## src/rtl/spi_slave_mem_ctrl_if.sv

```systemverilog
// Bundle of the SPI pad signals and the byte-memory port seen by spi_slave_mem_ctrl.
// The slave modport is the controller's view; the master modport is the view of whatever drives it.
interface spi_slave_mem_ctrl_if #(
    parameter int ADDR_W = 7,
    parameter int DATA_W = 8
);
    logic              sclk;
    logic              cs_n;
    logic              mosi;
    logic              miso;
    logic              miso_oe;
    logic [ADDR_W-1:0] mem_addr;
    logic [DATA_W-1:0] mem_wdata;
    logic              mem_we;
    logic [DATA_W-1:0] mem_rdata;
    logic              busy;

    modport slave (
        input  sclk,
        input  cs_n,
        input  mosi,
        input  mem_rdata,
        output miso,
        output miso_oe,
        output mem_addr,
        output mem_wdata,
        output mem_we,
        output busy
    );

    modport master (
        output sclk,
        output cs_n,
        output mosi,
        output mem_rdata,
        input  miso,
        input  miso_oe,
        input  mem_addr,
        input  mem_wdata,
        input  mem_we,
        input  busy
    );
endinterface

```

## src/rtl/spi_slave_mem_ctrl.sv

```systemverilog
// SPI mode-0 slave: conditions the asynchronous pads, decodes a {addr, rw} command byte
// and moves one data byte to or from an external synchronous byte memory.
module spi_slave_mem_ctrl #(
    parameter int ADDR_W      = 7,
    parameter int DATA_W      = 8,
    parameter int SYNC_STAGES = 2
) (
    input  logic                clk,
    input  logic                reset_n,
    spi_slave_mem_ctrl_if.slave bus
);

    typedef enum logic [2:0] {
        ST_IDLE     = 3'd0,
        ST_CMD      = 3'd1,
        ST_RD_FETCH = 3'd2,
        ST_RD_LOAD  = 3'd3,
        ST_RD_SHIFT = 3'd4,
        ST_WR_SHIFT = 3'd5,
        ST_WR_MEM   = 3'd6,
        ST_DONE     = 3'd7
    } state_e;

    logic [SYNC_STAGES-1:0] sclk_sync_q, sclk_sync_d;
    logic [SYNC_STAGES-1:0] cs_sync_q, cs_sync_d;
    logic [SYNC_STAGES-1:0] mosi_sync_q, mosi_sync_d;
    logic                   sclk_dly_q, sclk_dly_d;
    logic                   cs_dly_q, cs_dly_d;

    logic sclk_rise_s;
    logic sclk_fall_s;
    logic cs_rise_s;
    logic cs_fall_s;
    logic mosi_bit_s;

    state_e            state_q, state_d;
    logic [3:0]        cnt_q, cnt_d;
    logic [DATA_W-1:0] shift_q, shift_d;
    logic [ADDR_W-1:0] mem_addr_q, mem_addr_d;
    logic [DATA_W-1:0] mem_wdata_q, mem_wdata_d;
    logic              mem_we_q, mem_we_d;
    logic              miso_q, miso_d;
    logic              miso_oe_q, miso_oe_d;
    logic              busy_q, busy_d;

    logic [DATA_W-1:0] shift_in_s;
    logic [3:0]        cnt_inc_s;

    // Next values of the pad synchronizers and the edge-detect delay flops
    always_comb begin
        sclk_sync_d = {sclk_sync_q[SYNC_STAGES-2:0], bus.sclk};
        cs_sync_d   = {cs_sync_q[SYNC_STAGES-2:0], bus.cs_n};
        mosi_sync_d = {mosi_sync_q[SYNC_STAGES-2:0], bus.mosi};
        sclk_dly_d  = sclk_sync_q[SYNC_STAGES-1];
        cs_dly_d    = cs_sync_q[SYNC_STAGES-1];
    end

    // Pad synchronizer and edge-detect registers; cs_n resets to its inactive level
    always_ff @(posedge clk or negedge reset_n) begin
        if (!reset_n) begin
            sclk_sync_q <= {SYNC_STAGES{1'b0}};
            cs_sync_q   <= {SYNC_STAGES{1'b1}};
            mosi_sync_q <= {SYNC_STAGES{1'b0}};
            sclk_dly_q  <= 1'b0;
            cs_dly_q    <= 1'b1;
        end else begin
            sclk_sync_q <= sclk_sync_d;
            cs_sync_q   <= cs_sync_d;
            mosi_sync_q <= mosi_sync_d;
            sclk_dly_q  <= sclk_dly_d;
            cs_dly_q    <= cs_dly_d;
        end
    end

    assign sclk_rise_s = sclk_sync_q[SYNC_STAGES-1] & ~sclk_dly_q;
    assign sclk_fall_s = ~sclk_sync_q[SYNC_STAGES-1] & sclk_dly_q;
    assign cs_rise_s   = cs_sync_q[SYNC_STAGES-1] & ~cs_dly_q;
    assign cs_fall_s   = ~cs_sync_q[SYNC_STAGES-1] & cs_dly_q;
    assign mosi_bit_s  = mosi_sync_q[SYNC_STAGES-1];

    // mosi travels through the same synchronizer depth as sclk, so it is aligned with the rise pulse
    assign shift_in_s = {shift_q[DATA_W-2:0], mosi_bit_s};
    assign cnt_inc_s  = (cnt_q == 4'd15) ? cnt_q : (cnt_q + 4'd1);

    // Frame sequencer: next state, counters, shift register and output values
    always_comb begin
        state_d     = state_q;
        cnt_d       = cnt_q;
        shift_d     = shift_q;
        mem_addr_d  = mem_addr_q;
        mem_wdata_d = mem_wdata_q;
        miso_d      = miso_q;
        miso_oe_d   = miso_oe_q;
        busy_d      = ~cs_sync_q[SYNC_STAGES-1];
        // The strobe follows the state alone, so a chip-select rise in WR_MEM cannot cancel it
        mem_we_d    = (state_q == ST_WR_MEM);

        if (cs_rise_s) begin
            state_d   = ST_IDLE;
            miso_d    = 1'b0;
            miso_oe_d = 1'b0;
        end else begin
            case (state_q)
                ST_IDLE: begin
                    miso_d    = 1'b0;
                    miso_oe_d = 1'b0;
                    if (cs_fall_s) begin
                        state_d = ST_CMD;
                        cnt_d   = 4'd0;
                        shift_d = {DATA_W{1'b0}};
                    end else begin
                        state_d = ST_IDLE;
                    end
                end
                ST_CMD: begin
                    if (sclk_rise_s) begin
                        shift_d = shift_in_s;
                        cnt_d   = cnt_inc_s;
                        if (cnt_q == 4'd7) begin
                            mem_addr_d = shift_in_s[DATA_W-1 -: ADDR_W];
                            state_d    = shift_in_s[0] ? ST_RD_FETCH : ST_WR_SHIFT;
                        end else begin
                            state_d = ST_CMD;
                        end
                    end else begin
                        state_d = ST_CMD;
                    end
                end
                ST_RD_FETCH: begin
                    state_d = ST_RD_LOAD;
                end
                ST_RD_LOAD: begin
                    shift_d = bus.mem_rdata;
                    cnt_d   = 4'd0;
                    state_d = ST_RD_SHIFT;
                end
                ST_RD_SHIFT: begin
                    // Falls 1-8 present the byte; the next fall closes the last bit cell
                    if (sclk_fall_s) begin
                        if (cnt_q == 4'd8) begin
                            miso_d    = 1'b0;
                            miso_oe_d = 1'b0;
                            state_d   = ST_DONE;
                        end else begin
                            miso_d    = shift_q[DATA_W-1];
                            miso_oe_d = 1'b1;
                            shift_d   = {shift_q[DATA_W-2:0], 1'b0};
                            cnt_d     = cnt_inc_s;
                        end
                    end else begin
                        state_d = ST_RD_SHIFT;
                    end
                end
                ST_WR_SHIFT: begin
                    if (sclk_rise_s) begin
                        shift_d = shift_in_s;
                        cnt_d   = cnt_inc_s;
                        if (cnt_q == 4'd15) begin
                            mem_wdata_d = shift_in_s;
                            state_d     = ST_WR_MEM;
                        end else begin
                            state_d = ST_WR_SHIFT;
                        end
                    end else begin
                        state_d = ST_WR_SHIFT;
                    end
                end
                ST_WR_MEM: begin
                    state_d = ST_DONE;
                end
                ST_DONE: begin
                    miso_d    = 1'b0;
                    miso_oe_d = 1'b0;
                    state_d   = ST_DONE;
                end
                default: begin
                    miso_d    = 1'b0;
                    miso_oe_d = 1'b0;
                    state_d   = ST_IDLE;
                end
            endcase
        end
    end

    // Sequencer state and registered outputs
    always_ff @(posedge clk or negedge reset_n) begin
        if (!reset_n) begin
            state_q     <= ST_IDLE;
            cnt_q       <= 4'd0;
            shift_q     <= {DATA_W{1'b0}};
            mem_addr_q  <= {ADDR_W{1'b0}};
            mem_wdata_q <= {DATA_W{1'b0}};
            mem_we_q    <= 1'b0;
            miso_q      <= 1'b0;
            miso_oe_q   <= 1'b0;
            busy_q      <= 1'b0;
        end else begin
            state_q     <= state_d;
            cnt_q       <= cnt_d;
            shift_q     <= shift_d;
            mem_addr_q  <= mem_addr_d;
            mem_wdata_q <= mem_wdata_d;
            mem_we_q    <= mem_we_d;
            miso_q      <= miso_d;
            miso_oe_q   <= miso_oe_d;
            busy_q      <= busy_d;
        end
    end

    assign bus.miso      = miso_q;
    assign bus.miso_oe   = miso_oe_q;
    assign bus.mem_addr  = mem_addr_q;
    assign bus.mem_wdata = mem_wdata_q;
    assign bus.mem_we    = mem_we_q;
    assign bus.busy      = busy_q;

endmodule

```

## src/flat_wrapper.sv

```systemverilog
// flat-port wrapper written by rule: the top's interface ports become plain ports
module spi_slave_mem_ctrl_flat 
#(
    parameter int ADDR_W      = 7,
    parameter int DATA_W      = 8,
    parameter int SYNC_STAGES = 2
)
  (clk, reset_n, bus_sclk, bus_cs_n, bus_mosi, bus_mem_rdata, bus_miso, bus_miso_oe, bus_mem_addr, bus_mem_wdata, bus_mem_we, bus_busy);
  spi_slave_mem_ctrl_if #(.ADDR_W(ADDR_W), .DATA_W(DATA_W)) bus_i ();
  input  logic clk;
  input  logic reset_n;
  input wire logic [$bits(bus_i.sclk)-1:0] bus_sclk;
  input wire logic [$bits(bus_i.cs_n)-1:0] bus_cs_n;
  input wire logic [$bits(bus_i.mosi)-1:0] bus_mosi;
  input wire logic [$bits(bus_i.mem_rdata)-1:0] bus_mem_rdata;
  output wire logic [$bits(bus_i.miso)-1:0] bus_miso;
  output wire logic [$bits(bus_i.miso_oe)-1:0] bus_miso_oe;
  output wire logic [$bits(bus_i.mem_addr)-1:0] bus_mem_addr;
  output wire logic [$bits(bus_i.mem_wdata)-1:0] bus_mem_wdata;
  output wire logic [$bits(bus_i.mem_we)-1:0] bus_mem_we;
  output wire logic [$bits(bus_i.busy)-1:0] bus_busy;
  assign bus_i.sclk = bus_sclk;
  assign bus_i.cs_n = bus_cs_n;
  assign bus_i.mosi = bus_mosi;
  assign bus_i.mem_rdata = bus_mem_rdata;
  assign bus_miso = bus_i.miso;
  assign bus_miso_oe = bus_i.miso_oe;
  assign bus_mem_addr = bus_i.mem_addr;
  assign bus_mem_wdata = bus_i.mem_wdata;
  assign bus_mem_we = bus_i.mem_we;
  assign bus_busy = bus_i.busy;
  spi_slave_mem_ctrl #(.ADDR_W(ADDR_W), .DATA_W(DATA_W), .SYNC_STAGES(SYNC_STAGES)) u_core (.clk(clk), .reset_n(reset_n), .bus(bus_i));
endmodule
```

## config.mk

```make
export PLATFORM = sky130hd
export DESIGN_NAME = spi_slave_mem_ctrl_flat
export DESIGN_NICKNAME = d
export VERILOG_FILES = /design/src/rtl/spi_slave_mem_ctrl_if.sv /design/src/rtl/spi_slave_mem_ctrl.sv /design/src/flat_wrapper.sv
export SDC_FILE = /design/constraint.sdc
export NUM_CORES = 1
export LEC_CHECK = 0
export ABC_AREA = 1
export CAP_MARGIN = 20
export CORE_MARGIN = 10
export CORE_UTILIZATION = 30
export DETAILED_ROUTE_END_ITERATION = 8
export PLACE_DENSITY = 0.51
export SLEW_MARGIN = 20
export SYNTH_ARGS = -nofsm -noshare
export SYNTH_HDL_FRONTEND = slang
export SYNTH_SLANG_ARGS = --single-unit
```

## constraint.sdc

```tcl
create_clock -name clk -period 1.45 [get_ports clk]
set_input_delay 0.435 -clock clk [delete_from_list [all_inputs] [get_ports clk]]
set_output_delay 0.435 -clock clk [all_outputs]
set_load 0.01 [all_outputs]
```

## Word-level counts from Yosys, hierarchy flattened

Index checks and enable logic that the tools add are counted.

| cells by class | value |
|---|---|
| mux-type cells | 29 |
| add/subtract/negate cells | 1 |
| bitwise logic cells | 9 |
| equality and inequality tests | 16 |
| reductions and logical operators | 10 |

Operators by type and width:

| operator | number |
|---|---|
| two-way mux 8 bit | 4 |
| one-hot mux 8 bit (4 select lines) | 1 |
| one-hot mux 3 bit (7 select lines) | 1 |
| two-way mux 4 bit | 5 |
| two-way mux 3 bit | 6 |
| one-hot mux 4 bit (4 select lines) | 1 |
| equality test 3 bit (second input constant) | 4 |
| equality test 4 bit (second input constant) | 2 |
| AND reduction 4 bit | 2 |
| two-way mux 1 bit | 7 |
| equality test 3 x 2 -> 1 bit (second input constant) | 2 |
| != test 2 x 1 -> 1 bit (second input constant) | 3 |
| AND reduction 6 bit | 1 |
| OR reduction 2 bit | 3 |
| NOT 1 bit | 5 |
| adder 4 x 1 -> 4 bit (second input constant) | 1 |
| AND 1 bit | 4 |
| equality test 4 x 3 -> 1 bit (second input constant) | 1 |
| two-way mux 2 bit | 2 |
| != test 4 bit (second input constant) | 1 |
| one-hot mux 1 bit (2 select lines) | 2 |
| nonzero test 4 bit | 1 |
| equality test 3 x 1 -> 1 bit (second input constant) | 1 |
| logical NOT 3 bit | 1 |
| 4 further kinds | 4 |

| storage, ports and cells | value |
|---|---|
| bits of input ports | 13 |
| bits in registers | 42 |
| word-level logic and storage cells | 79 |
| output and inout bits | 19 |

## Longest topological paths before layout

Gate-level depths: netlist of run 1.

| logic depth | value |
|---|---|
| depth after elaboration | 5 |
| mapped depth | 9 |
| depth with buffers taken out | 8 |

## Worst setup path before layout of run 1

OpenSTA, ideal clock, no wires.

| timing path | value |
|---|---|
| path kind | reg2reg |
| from | reg u_core.cnt_q[0] |
| to | reg u_core.mem_wdata_q[3] (netlist: u_core.bus.mem_wdata[3]) |
| buffers on the path | 1 |
| required time | 1.329 ns |
| arrival | 1.251 ns |
| slack | 0.078 ns |
| cell stages (with the launch flop) | 8 |
| cell sequence | dfrtp_1 -> ha_1 -> nand3_1 -> nor2_2 -> nand3_2 -> buf_2 -> nand2_1 -> o21ai_1 |

| between the ends | value |
|---|---|
| word-level cells in the longest chain between the ends | 2 |

Ends and longest elaborated chain:

| what | RTL line | text |
|---|---|---|
| start, declared | spi_slave_mem_ctrl.sv:37 | `logic [3:0] cnt_q, cnt_d;` |
| start signal, assigned | spi_slave_mem_ctrl.sv:199 | `cnt_q <= cnt_d;` |
| equality test 4 bit | spi_slave_mem_ctrl.sv:158 | `if (cnt_q == 4'd15) begin` |
| AND reduction 4 bit (no line) | - |  |
| end signal, assigned | spi_slave_mem_ctrl.sv:192 | `mem_wdata_q <= {DATA_W{1'b0}};` |
| end signal, assigned | spi_slave_mem_ctrl.sv:202 | `mem_wdata_q <= mem_wdata_d;` |
| end, declared | spi_slave_mem_ctrl.sv:40 | `logic [DATA_W-1:0] mem_wdata_q, mem_wdata_d;` |

No other way between the ends.
A chain may end at the register's enable or synchronous reset.

## Worst setup path in the final report of run 1

| timing path | value |
|---|---|
| from | reg u_core.cnt_q[0] |
| to | reg u_core.state_q[0] |

| between the ends | value |
|---|---|
| word-level cells in the longest chain between the ends | 5 |
| elaborated cells between the ends (all ways) | 10 |

Ends and longest elaborated chain:

| what | RTL line | text |
|---|---|---|
| equality test 4 bit / equality test 4 x 3 -> 1 bit (equally long branches) | spi_slave_mem_ctrl.sv:158, spi_slave_mem_ctrl.sv:119 |  |
| two-way mux 2 bit / two-way mux 3 bit (equally long branches) | spi_slave_mem_ctrl.sv:158, spi_slave_mem_ctrl.sv:119 |  |
| two-way mux 2 bit / two-way mux 3 bit (equally long branches) | spi_slave_mem_ctrl.sv:155, spi_slave_mem_ctrl.sv:116 |  |
| one-hot mux 3 bit (7 select lines) | spi_slave_mem_ctrl.sv:103 | `case (state_q)` |
| two-way mux 3 bit | spi_slave_mem_ctrl.sv:98 | `if (cs_rise_s) begin` |
| end signal, assigned | spi_slave_mem_ctrl.sv:198 | `state_q <= state_d;` |
| end, declared | spi_slave_mem_ctrl.sv:36 | `state_e state_q, state_d;` |

Several ways; a longest one is shown, not always the timed one.

==> flow_summary.toml, run 1 <==
[clock_network]
cts_buffer_depth = 2
cts.htree.levels = 2
clk_pin_slew_ns = 0.08
cts.sinks = 42
ctsHoldBuffers = 0
insertion_delay_ns = 0.30
cts_tree = "yes"
numCtsBuffers = 5
cts-root-buf = "clkbuf_8"

[synthesis]
synth_seq_cells = 42
synthesis.area_sq_um = 1903
synth_common_cells = "67 x nand2_1, 39 x dfrtp_1, 26 x inv_1"
async_flop_share_pct = 100.0
ys.flop_type = "dfrtp_1"
synth_fp_nets = 243
synth_top_area_share_pct = 51.28
synth_edf_count = 0
avgSynthCellArea_sq_um = 8.347
ys_types = 22
ys_seq_area_share_pct = 55.42
yosysMostFrequentCell = "nand2_1"
syn_inst = 228
synth_area_leader_cell = "dfrtp_1"
synth.area.top_cells = "dfrtp_1 51%, nand2_1 13%, nand3_1 5.5%"
ys_warn_count = 0

[setup_path]
crit_family = "simple AND/OR/NAND/NOR gates"
crit_buf_inv = 1
required_ns = 1.63
rr_endpoint = "u_core.state_q[0]$_DFFE_PN0P_"
start_kind = "register"
timing.critical_path.mode_cell = "nor2_1"
endpoint = "u_core.state_q[0]$_DFFE_PN0P_"
arrival_ns = 1.61
cp_max_fo = 4
reg2reg_setup_slack_ns = 0.02
path_cells = "ha_2 > nand3_2 > nor2_4 > buf_4 > nor2_1 > nor2_1 > a21oi_1"
crit_path_top_delay_cell = "dfrtp_1"
max_stage_delay_ns = 0.42
worst_setup_path_end_kind = "register"
ff2ff_path_depth = 7
rr_startpoint = "u_core.cnt_q[0]$_DFFE_PN0P_"
criticalPathCategory = "register to register"
crit_cells = 7
crit_start = "u_core.cnt_q[0]$_DFFE_PN0P_"

[floorplan]
dieArea_sq_um = 9929
core.rowCount = 28
io_pins = 32
chipHeight_um = 99.65
core_sq_um = 6026
dieWidth_um = 99.65
start_util_pct = 31.58

[route]
met2_wirelength_um = 2123
drc_errors = 0
drt-initial-drc-count = 33
via_per_inst = 4.485
m1WireLength_um = 2281
drt-pass1-iter-count = 4
drtAntennaViolNets = 0
vias = 1628
met3_length_um = 167
wl_per_cell_um = 12.82
highest_layer = "met4"
wirelength_um = 4655

[global_route]
grt_pass1_vias = 1553
grt_pass1_wl_um = 7562
grt_use_total_pct = 9.379
grt_max_degree = 43
grt_antenna_before_repair = 0
grt_overflow = 0

[timing]
worst-slew-pin-transition_ns = 0.2545
hold_viol = 0
relSlewSlack_pct = 83.03
maxSlewViolCount = 0
timing.hold.ws_ns = 0.09034
clock.fmax_mhz = 700.5
setup_viol = 0
rsz0062_at_grt = "true"
period_share_pct = 98.45
min_period_ns = 1.428
finalSetupTns_ns = 0
fin_skew_ns = 0.006831

[placed_design]
gp_congestion = 0.8051
io_buffers = 31
dpl.hpwl_um = 3339

[power_and_ir_drop]
total_leakage_power_nw = 1.323
pwr_density_cell_nw_per_um2 = 983.1
ir_worst_vdd_mv = 0.4218

[outcome]
status = "finished, final reports clean"

[cells_and_area]
fin_util_pct = 45.68
diodes = 0
syn2layout_area_growth_pct = 44.64
nFillCells = 609
layout-drive-gt1-share_pct = 29.17
nets = 302

[worst_hold_path]
hold_path.class = "input pin to asynchronous set/reset pin"

[run]
cap_violations = 0
==> layout by cell type, fill, tap and decap left out, types with 2 or more instances in the layout <==
cell type,instances
nand2_1,57
dfrtp_1,35
inv_1,23
buf_4,21
dlygate4sd2_1,18
nor2_1,15
nand3_1,13
o21ai_1,13
clkdlybuf4s50_1,11
nand2_2,10
nand3_2,9
o21ai_0,9
nor2_2,5
clkbuf_8,5
inv_2,4
o21ai_2,4
dfrtp_2,4
nor2_4,3
nand4_1,3
buf_12,3
dfstp_2,3
inv_4,2
nand3_4,2
a21oi_1,2
buf_6,2
==> stage by stage <==
| stage | std cells | area (sq um) | total power [mW] | worst slack (ns) |
|---|---|---|---|---|
| global route | 363 | 2753 | 2.846 | -0.06223 |
| global placement | 348 | 2442 | 1.678 | -0.0004262 |
| floorplan | 228 | 1903 | 1.514 | 0.07756 |
| detailed placement | 348 | 2442 | 1.685 | -0.03279 |
| finish | 363 | 2753 | 2.706 | 0.02248 |
| CTS | 357 | 2544 | 2.631 | 0.001820 |
==> layout make-up <==
| class | instances | area (sq um) | share of cell area [%] |
|---|---|---|---|
| clock buffers | 6 | 72.57 | 2.636 |
| clock inverters | 2 | 37.54 | 1.364 |
| inverters | 29 | 113.9 | 4.136 |
| multi-input cells | 152 | 852.1 | 30.95 |
| flip-flops and latches | 42 | 1060 | 38.50 |
| well taps | 75 | 93.84 | 3.409 |
| repair buffers | 57 | 523.0 | 19.00 |
==> registers in the layout, indices dropped and copies added, names as in the netlist <==
register and count:
u_core.shift_q 8, u_core.state_q 3, u_core.bus.busy 1, u_core.bus.mem_wdata 8, u_core.sclk_dly_q 1, u_core.sclk_sync_q 2
u_core.bus.mem_addr 7, u_core.mosi_sync_q 2, u_core.cs_sync_q 2, u_core.bus.miso_oe 1, u_core.bus.miso 1, u_core.cs_dly_q 1
u_core.bus.mem_we 1, u_core.cnt_q 4
==> worst min-delay path by stage <==
stage,start,end,slack [ns],cells after the start
2_1_floorplan,reset_n,u_core.bus.busy$_DFF_PN0_,0.14,0
3_3_place_gp,u_core.sclk_sync_q[0]$_DFF_PN0_,u_core.sclk_sync_q[1]$_DFF_PN0_,0.33,0
3_5_place_dp,u_core.mosi_sync_q[0]$_DFF_PN0_,u_core.mosi_sync_q[1]$_DFF_PN0_,0.34,0
4_1_cts,reset_n,u_core.sclk_dly_q$_DFF_PN0_,0.10,2
5_1_grt,reset_n,u_core.cnt_q[3]$_DFFE_PN0P_,0.11,2
6_report,reset_n,u_core.sclk_dly_q$_DFF_PN0_,0.09,2
==> power breakdown <==
| group | leakage [nW] | switching [mW] | internal, mW |
|---|---|---|---|
| Clock | 0.0514 | 0.419 | 0.514 |
| Combinational | 0.718 | 0.281 | 0.209 |
| Sequential | 0.553 | 0.0563 | 1.23 |
==> routing by layer <==
metal | track usage, % | vias to the layer above
met1 | 12.16 | 757
li1 | - | 842
met4 | 4.410 | 0
met2 | 14.18 | 22
met5 | 0 | -
met3 | 2.422 | 7
==> worst register-to-register path: cells and delay by family, from the launching register on <==
kind / cells / cell delay [ns]
AND/OR/NAND/NOR: 4 / 0.46
flip-flops: 1 / 0.42
adder cells (fa/ha/maj): 1 / 0.23
buffers and inverters: 1 / 0.14
AO/OA/AOI/OAI: 1 / 0.08
==> timing repair <==
| action | 4_1_cts | 5_1_grt |
|---|---|---|
| pin swaps | 0 | 16 |
| hold endpoints to repair | 0 | 0 |
| cloned | 0 | 1 |
| gates resized for setup | 21 | 45 |
| buffers inserted | 1 | 5 |
| endpoints found under the setup margin | 46 | 32 |
==> cells by family (layout without fill, tap and decap cells) <==
family                     count (synthesis)  count (layout)  share of synthesized area, %
and+or+nand+nor                          118             119                         26.69
adders and majority gates                  2               2                         1.315
AOI/OAI and AO/OA                         30              30                         8.548
buffers and inverters                     35              94                         7.560
DFF                                       42              42                         55.42
xor gates and xnor gates                   1               1                        0.4603
Power figures use the tool's default switching activity.
==> inputs of run 2 (changes only) <==
- CTS_BUF_LIST: unset -> sky130_fd_sc_hd__clkbuf_8
- MAX_ROUTING_LAYER: unset -> met4
==> run 2 against run 1 <==
  * Non-clock buffer count unchanged
  * Clock skew about the same
  * Worst hold slack hardly changed
  * Critical path depth stayed put
  * Sequential power is essentially flat
  * Sequential cell count unchanged
  * Sequential share of layout area about the same
  * Critical path type unchanged
  * Largest cell class unchanged
==> flow_summary.toml, run 2 (synthesized netlist as in run 1, its figures left out) <==
[outcome]
status = "finished, final reports clean"

[floorplan]
io_pins = 32
dieArea_sq_um = 9929
chipHeight_um = 99.65
core_sq_um = 6026
dieWidth_um = 99.65
start_util_pct = 31.58
core.rowCount = 28

[route]
via_per_inst = 4.496
drtAntennaViolNets = 0
wirelength_um = 4656
drt-initial-drc-count = 25
drt-pass1-iter-count = 3
vias = 1632
drc_errors = 0
wl_per_cell_um = 12.83

[setup_path]
cp_max_fo = 4
required_ns = 1.63
path_cells = "ha_2 > nand3_2 > nor2_4 > buf_4 > nor2_1 > nor2_1 > a21oi_1"
timing.critical_path.mode_cell = "nor2_1"
worst_setup_path_end_kind = "register"
crit_path_top_delay_cell = "dfrtp_1"
arrival_ns = 1.61
criticalPathCategory = "register to register"
max_stage_delay_ns = 0.42
start_kind = "register"

[cells_and_area]
design_area_sq_um = 2755
nets = 302
final_common_cell = "nand2_1"
syn2layout_area_growth_pct = 44.77
diodes = 0
final_cell_mix = "58 x nand2_1, 35 x dfrtp_1, 24 x inv_1"
layout-drive-gt1-share_pct = 29.17

[power_and_ir_drop]
pwr-share-comb_pct = 18.2
p_sw_mw = 0.7588
ir_worst_vdd_mv = 0.4219
power_mw = 2.701
pwr_density_cell_nw_per_um2 = 980.5
switching_share_pct = 28.09
seq_power_share_pct = 47.5
clkPwrFrac_pct = 34.3
internal_power_mw = 1.943
total_leakage_power_nw = 1.328

[clock_network]
clk_pin_slew_ns = 0.08
cts_tree = "yes"
cts.htree.levels = 2
cts.sinks = 42
cts_buffer_depth = 2
insertion_delay_ns = 0.30
numCtsBuffers = 5
cts-root-buf = "clkbuf_8"

[timing]
maxSlewViolCount = 0
period_share_pct = 98.65
relSlewSlack_pct = 81.99
rsz0062_at_grt = "true"
clock.fmax_mhz = 699.1
worst-slew-pin-transition_ns = 0.2702
hold_viol = 0
fin_skew_ns = 0.007217
min_period_ns = 1.430
setup_viol = 0

[placed_design]
dpl.hpwl_um = 3339
place_area_sq_um = 2442
io_buffers = 31
gp_congestion = 0.8167

[worst_hold_path]
hold_path.class = "input pin to asynchronous set/reset pin"

[global_route]
grt_pass1_vias = 1552
grt_use_total_pct = 9.648
grt_antenna_before_repair = 0
grt_pass1_wl_um = 7576
grt_max_degree = 43
grt_overflow = 0

[run]
cap_violations = 0
[run 2: critical path: cells and delay by family, from the launching register on]
kind | cells | cell delay, ns
AOI/OAI and AO/OA | 1 | 0.08
adders and majority gates | 1 | 0.23
buffers and inverters | 1 | 0.14
DFF | 1 | 0.42
and+or+nand+nor | 4 | 0.46
[run 2: routing by layer]
metal	GRT usage (%)	wire (um)	vias up
met3	2.422	158	7
met2	14.23	2135	20
met5	-	0	-
li1	-	-	842
met1	12.12	2279	763
met4	4.410	82	0
[run 2: cell type report]
cell class | count | area, sq um
clock buffer | 5 | 68.82
clock inverter | 3 | 41.29
fill | 611 | 3271
inverter | 29 | 113.9
multi-input combinational | 152 | 854.6
sequential | 42 | 1060
tap | 75 | 93.84
timing repair buffer | 57 | 523.0
[run 2: final timing paths]
kind | endpoint | from | depth (start not counted) | slack (ns)
worst max-delay path | u_core.state_q[0]$_DFFE_PN0P_ | u_core.cnt_q[0]$_DFFE_PN0P_ | 7 | 0.02
worst min-delay path | u_core.sclk_dly_q$_DFF_PN0_ | reset_n | 2 | 0.09
worst max register to register | u_core.state_q[0]$_DFFE_PN0P_ | u_core.cnt_q[0]$_DFFE_PN0P_ | 7 | 0.02
worst min register to register | u_core.mosi_sync_q[1]$_DFF_PN0_ | u_core.mosi_sync_q[0]$_DFF_PN0_ | 0 | 0.36
max in group asynchronous | u_core.cs_dly_q$_DFF_PN1_ | reset_n | 2 | 1.10
min in group clk | u_core.mosi_sync_q[1]$_DFF_PN0_ | u_core.mosi_sync_q[0]$_DFF_PN0_ | 0 | 0.36
[run 2: power by group through the flow]
stage / Sequential (mW) / Combinational (mW) / Clock (mW)
finish: 1.28 / 0.491 / 0.927
global route: 1.29 / 0.552 / 0.999
CTS: 1.27 / 0.407 / 0.944
detailed placement: 1.30 / 0.383 / 0
global placement: 1.30 / 0.379 / 0
floorplan: 1.28 / 0.236 / 0
[run 2: per-stage QoR]
step | setup WS [ns] | cells | utilization [%] | setup TNS, ns | hold slack, ns
CTS | 0.002113 | 357 | 42.21 | 0 | 0.1012
global placement | -0.0004262 | 348 | 40.53 | -0.0004262 | 0.3317
global route | -0.06558 | 363 | 45.72 | -0.8013 | 0.1117
finish | 0.01958 | 363 | 45.72 | 0 | 0.09013
detailed placement | -0.03279 | 348 | 40.53 | -0.3301 | 0.3364
floorplan | 0.07756 | 228 | - | 0 | 0.1394
[run 2: repair_timing]
action	4_1_cts	5_1_grt
resized for setup	21	45
pin swaps	0	16
endpoints found under the setup margin	46	32
hold buffers	0	0
setup buffers	1	5
gates cloned	0	1
